`config.mk`:
```
export PLATFORM = sky130hd
export DESIGN_NAME = product_accumulator_flat
export DESIGN_NICKNAME = d
export VERILOG_FILES = /design/src/rtl/product_accumulator_if.sv /design/src/rtl/product_accumulator.sv /design/src/flat_wrapper.sv
export SDC_FILE = /design/constraint.sdc
export NUM_CORES = 1
export LEC_CHECK = 0
export ABC_AREA = 0
export BUFFER_PORTS_ARGS = -buffer_cell sky130_fd_sc_hd__clkbuf_2
export CAP_MARGIN = 25
export CORE_ASPECT_RATIO = 0.75
export CORE_UTILIZATION = 25
export CTS_CLUSTER_SIZE = 14
export DETAILED_ROUTE_END_ITERATION = 7
export GPL_TIMING_DRIVEN = 0
export SYNTH_ARGS = -nofsm -noshare
export SYNTH_HDL_FRONTEND = slang
export SYNTH_SLANG_ARGS = --single-unit
export TNS_END_PERCENT = 5
```
`constraint.sdc`:
```
create_clock -name clk -period 3.05 [get_ports clk]
set_clock_uncertainty 0.15 [all_clocks]
set_input_delay 0.61 -clock clk [delete_from_list [all_inputs] [get_ports clk]]
set_output_delay 0.61 -clock clk [all_outputs]
set_load 0.02 [all_outputs]
```
`src/rtl/product_accumulator_if.sv`:
```
// Valid/ready bus around the product accumulator: product stream in, group result out.
// The slave modport is the accumulator side; master is the producer/consumer side.
interface product_accumulator_if #(
    parameter int PROD_W = 8,
    parameter int ACC_W  = 12
);
    logic              in_valid;
    logic              in_ready;
    logic [PROD_W-1:0] in_prod;
    logic              out_valid;
    logic              out_ready;
    logic [ACC_W-1:0]  out_data;
    logic              out_sat;

    modport slave (
        input  in_valid,
        input  in_prod,
        input  out_ready,
        output in_ready,
        output out_valid,
        output out_data,
        output out_sat
    );

    modport master (
        output in_valid,
        output in_prod,
        output out_ready,
        input  in_ready,
        input  out_valid,
        input  out_data,
        input  out_sat
    );
endinterface

```
`src/rtl/product_accumulator.sv`:
```
// Sums LEN signed products with per-step saturation and holds the result until consumed.
// A sticky flag reports whether any step of the group clamped.
module product_accumulator #(
    parameter int PROD_W = 8,
    parameter int ACC_W  = 12,
    parameter int LEN    = 4
) (
    input  logic                   clk,
    input  logic                   rst,
    input  logic                   clear,
    product_accumulator_if.slave   bus
);
    localparam int CNT_W = (LEN > 1) ? $clog2(LEN) : 1;
    localparam logic [CNT_W-1:0] LAST_CNT = CNT_W'(LEN - 1);
    localparam logic [ACC_W-1:0] ACC_MAX  = {1'b0, {(ACC_W-1){1'b1}}};
    localparam logic [ACC_W-1:0] ACC_MIN  = {1'b1, {(ACC_W-1){1'b0}}};

    typedef enum logic {ST_ACC, ST_DONE} state_t;

    state_t            state_q, state_d;
    logic [ACC_W-1:0]  acc_q, acc_d;
    logic [CNT_W-1:0]  cnt_q, cnt_d;
    logic              sat_acc_q, sat_acc_d;
    logic [ACC_W-1:0]  data_q, data_d;
    logic              out_sat_q, out_sat_d;

    logic [ACC_W:0]    sum_ext;
    logic              overflow;
    logic [ACC_W-1:0]  clamped;
    logic              accept;
    logic              consume;

    // One guard bit is enough: a product never exceeds the accumulator range.
    assign sum_ext  = {acc_q[ACC_W-1], acc_q}
                    + {{(ACC_W+1-PROD_W){bus.in_prod[PROD_W-1]}}, bus.in_prod};
    assign overflow = sum_ext[ACC_W] ^ sum_ext[ACC_W-1];
    assign clamped  = overflow ? (sum_ext[ACC_W] ? ACC_MIN : ACC_MAX)
                               : sum_ext[ACC_W-1:0];

    assign bus.in_ready  = (state_q == ST_ACC);
    assign bus.out_valid = (state_q == ST_DONE);
    assign bus.out_data  = data_q;
    assign bus.out_sat   = out_sat_q;

    assign accept  = bus.in_valid && bus.in_ready;
    assign consume = bus.out_valid && bus.out_ready;

    always_comb begin
        state_d   = state_q;
        acc_d     = acc_q;
        cnt_d     = cnt_q;
        sat_acc_d = sat_acc_q;
        data_d    = data_q;
        out_sat_d = out_sat_q;

        if (clear) begin
            state_d   = ST_ACC;
            acc_d     = '0;
            cnt_d     = '0;
            sat_acc_d = 1'b0;
        end else begin
            case (state_q)
                ST_ACC: begin
                    if (accept) begin
                        if (cnt_q == LAST_CNT) begin
                            data_d    = clamped;
                            out_sat_d = sat_acc_q | overflow;
                            acc_d     = '0;
                            cnt_d     = '0;
                            sat_acc_d = 1'b0;
                            state_d   = ST_DONE;
                        end else begin
                            acc_d     = clamped;
                            cnt_d     = cnt_q + CNT_W'(1);
                            sat_acc_d = sat_acc_q | overflow;
                        end
                    end
                end
                ST_DONE: begin
                    if (consume) begin
                        state_d = ST_ACC;
                    end
                end
                default: state_d = ST_ACC;
            endcase
        end
    end

    always_ff @(posedge clk or posedge rst) begin
        if (rst) begin
            state_q   <= ST_ACC;
            acc_q     <= '0;
            cnt_q     <= '0;
            sat_acc_q <= 1'b0;
            data_q    <= '0;
            out_sat_q <= 1'b0;
        end else begin
            state_q   <= state_d;
            acc_q     <= acc_d;
            cnt_q     <= cnt_d;
            sat_acc_q <= sat_acc_d;
            data_q    <= data_d;
            out_sat_q <= out_sat_d;
        end
    end
endmodule

```
`src/flat_wrapper.sv`:
```
// flat-port wrapper written by rule: the top's interface ports become plain ports
module product_accumulator_flat 
#(
    parameter int PROD_W = 8,
    parameter int ACC_W  = 12,
    parameter int LEN    = 4
)
  (clk, rst, clear, bus_in_valid, bus_in_prod, bus_out_ready, bus_in_ready, bus_out_valid, bus_out_data, bus_out_sat);
  product_accumulator_if #(.PROD_W(PROD_W), .ACC_W(ACC_W)) bus_i ();
  input  logic clk;
  input  logic rst;
  input  logic clear;
  input wire logic [$bits(bus_i.in_valid)-1:0] bus_in_valid;
  input wire logic [$bits(bus_i.in_prod)-1:0] bus_in_prod;
  input wire logic [$bits(bus_i.out_ready)-1:0] bus_out_ready;
  output wire logic [$bits(bus_i.in_ready)-1:0] bus_in_ready;
  output wire logic [$bits(bus_i.out_valid)-1:0] bus_out_valid;
  output wire logic [$bits(bus_i.out_data)-1:0] bus_out_data;
  output wire logic [$bits(bus_i.out_sat)-1:0] bus_out_sat;
  assign bus_i.in_valid = bus_in_valid;
  assign bus_i.in_prod = bus_in_prod;
  assign bus_i.out_ready = bus_out_ready;
  assign bus_in_ready = bus_i.in_ready;
  assign bus_out_valid = bus_i.out_valid;
  assign bus_out_data = bus_i.out_data;
  assign bus_out_sat = bus_i.out_sat;
  product_accumulator #(.PROD_W(PROD_W), .ACC_W(ACC_W), .LEN(LEN)) u_core (.clk(clk), .rst(rst), .clear(clear), .bus(bus_i));
endmodule
```
==> metrics.yaml <==
cp.arrival_ns: 2.96
drtIter0Drc: 77
synth_seq_cells: 29
fin_area_um2: 2120
htree_levels: 2
stdcell_count: 304
ys_async_sr_fraction_pct: 100
hold_viol: 0
postCtsSetupRepairBufs: 0
synth_top_family_by_area: "compound AO/OA/AOI/OAI gates"
tightest_slew_ns: 0.817
clkLatencyLatePin_ns: 0.28
start_util_pct: 25.9
fin_crit_sh_pct: 96.4
p_sw_mw: 0.703
path_buf_inv: 1
firstDrtPassIters: 4
layout_min_cycle_time_ns: 2.94
hold_ws_ns: 0.226
switching_share_pct: 40.8
syn_area_um2: 1770
fin_nets: 247
worstPathMaxFanout: 5
drv_slew: 0
critical_path_class: "in -> reg"
die_width_um: 99.1
ios: 28
post_dp_cell_area_um2: 2040
fin_util_pct: 31.0
p_int_mw: 1.02
relSlewSlack_pct: 45.2
drive_gt1_share_pct: 18.6
syn_area_per_cell_um2: 9.51
grt_max_degree: 18
finalPower_mw: 1.72
p_leak_nw: 0.977
routed-via-count: 1464
critPathTopFamily: "adder cells"
synth-adder-area-share_pct: 16.5
ys_seq_area_share_pct: 41.0
gp_congestion: 0.795
viasPerCell: 4.82
cts.reportedPaths.clkPinSlew_ns: 0.06
synth_top_area_share_pct: 41.0
die_h_um: 74.9
ys.flop_type: "dfrtp_1"
yosysTopAreaCell: "dfrtp_1"
cts_buffers: 5
synth_compound_area_share_pct: 17.7
setup_violations: 0
cts_resized: 0
antenna_found_initial: 0
crit_required_ns: 3.07
dp_hpwl_um: 3240
cts-root-buf: "clkbuf_8"
final.setup.tns_ns: 0
vdd_drop_max_mv: 0.296
cts_buffer_depth: 2
grt_pass1_vias: 1440
setup_ws_ns: 0.109
core_area_um2: 6830
fmax_ghz: 0.340
netlist_top_cells_area: "dfrtp_1 41%, ha_1 9.2%, o21ai_0 7.4%, maj3_1 6.2%, nand2_1 5.7%"
synthSimpleGateAreaFrac_pct: 14.1
combPwrFrac_pct: 49.1
power_frac_clock_pct: 18.8
synth_nets: 213
path_cells: "clkbuf_2, ha_1, fa_1, a211oi_1, o21ai_0, a21oi_1, o31ai_1, maj3_1, mux2_2"
min_path_type: "in -> async"
syn_inst: 186
ys_types: 38
status: "completed"
seq_power_share_pct: 32.1
cts_tree: "yes"
synth_edf_count: 0
fp-row-count: 26
port_buffers: 27
wl_um: 4160
critPathCaptureType: "flop"
clock_sinks: 29
antenna_left: 0
synth_xor_area_share_pct: 4.95
die-area_um2: 7420
synth-warning-count: 0
dp.cells: 298
drc: 0
grt_use_total_pct: 12.5
area_delta_synth_final_pct: 19.8
cp_slowest_stage_delay_ns: 0.43
overflow: 0
crit_path_start_kind: "input pin"
maxCapViolations: 0
pre_cts_slack_ns: -0.218
grt_pass1_wl_um: 6980
synthMuxAreaShare_pct: 3.54
powerDensity_nw_per_um2: 813
rsz0062_at_grt: "false"
antennaDiodeCount: 0
crit_path_top_delay_cell: "fa_1"
wl_per_cell_um: 13.7
## state kept, by name (all words and copies together) (netlist names)
signal	flops
u_core.acc_q	12
u_core.sat_acc_q	1
u_core.cnt_q	2
u_core.bus.out_sat	1
u_core.bus.out_valid	1
u_core.bus.out_data	12
## synthesized netlist by cell type, types with 2 or more instances
cell,number
xnor2_1,6
inv_1,4
xor2_1,4
o211ai_1,2
nor3_1,3
nand2b_1,2
a21oi_1,11
nor2b_1,2
nor2_1,8
a21o_1,2
nand2_1,27
ha_1,13
clkbuf_1,4
a22o_1,2
nand3_1,2
mux2_2,2
o21ai_0,26
maj3_1,11
o31ai_1,2
dfrtp_1,29
o21ai_1,2
mux2i_1,4
or3_1,3
## metal layers
metal | track usage [%] | share of wire (%) | wire length [um] | vias to the layer above
met5 | 0 | 0 | 0 | -
met4 | 3.43 | 1.2 | 48 | 0
met3 | 3.99 | 4.7 | 194 | 6
met2 | 17.6 | 37 | 1530 | 26
met1 | 18.4 | 57 | 2390 | 694
li1 | - | - | - | 738
## cell usage in the layout, fill, tap and decap left out, types with 5 or more instances in the layout
| cell | count |
|---|---|
| dfrtp_1 | 29 |
| clkbuf_2 | 28 |
| nand2_1 | 27 |
| o21ai_0 | 26 |
| ha_1 | 13 |
| a21oi_1 | 11 |
| maj3_1 | 11 |
| nor2_1 | 8 |
| xnor2_1 | 6 |
| clkbuf_8 | 6 |
| clkbuf_1 | 5 |
## power by group through the flow
| stage | Clock, mW | Combinational (mW) | Sequential (mW) |
|---|---|---|---|
| 2_1_floorplan | 0 | 0.569 | 0.624 |
| 3_3_place_gp | 0 | 0.833 | 0.557 |
| 3_5_place_dp | 0 | 0.849 | 0.562 |
| 4_1_cts | 0.336 | 0.855 | 0.556 |
| 5_1_grt | 0.354 | 0.944 | 0.574 |
| 6_report | 0.324 | 0.846 | 0.554 |
## path summary, 6_finish.rpt
check	start	to	slack [ns]	cells past startpoint
max	bus_in_prod[0]	u_core.bus.out_data[1]$_DFFE_PP0P_	0.11	9
min	rst	u_core.bus.out_data[11]$_DFFE_PP0P_	0.23	2
max reg2reg	u_core.acc_q[0]$_DFFE_PP0P_	u_core.bus.out_data[1]$_DFFE_PP0P_	0.14	8
min reg2reg	u_core.bus.out_data[10]$_DFFE_PP0P_	u_core.bus.out_data[10]$_DFFE_PP0P_	0.33	2
max in group asynchronous	rst	u_core.sat_acc_q$_DFFE_PP0P_	2.02	3
min in group clk	u_core.bus.out_data[10]$_DFFE_PP0P_	u_core.bus.out_data[10]$_DFFE_PP0P_	0.33	2
## area by class of cell
cell class | instances | area (um2)
fillers | 716 | 4710
multi-input cells | 147 | 1000
flip-flops and latches | 29 | 726
repair buffers | 28 | 163
well taps | 84 | 105
clock buffers | 7 | 86.3
plain buffers | 5 | 20.0
inverters | 4 | 15.0
## logic make-up after synthesis
group / count (synthesis)
DFF: 29
AOI/OAI and AO/OA: 53
buffers and inverters: 10
muxes: 6
xor gates and xnor gates: 10
adders and majority gates: 25
and+or+nand+nor: 53
## what timing repair did
action / 4_1_cts / 5_1_grt
endpoints found under the hold margin: 0 / 0
hold buffers: 0 / 0
endpoints found under the setup margin: 0 / 15
## worst register-to-register path: cells and delay by family (launching register included)
family / cells / cell delay, ns
DFF: 1 / 0.39
muxes: 1 / 0.27
AOI/OAI and AO/OA: 4 / 0.92
adders and majority gates: 3 / 1.07
No activity file was read; power rests on OpenSTA's default activity.
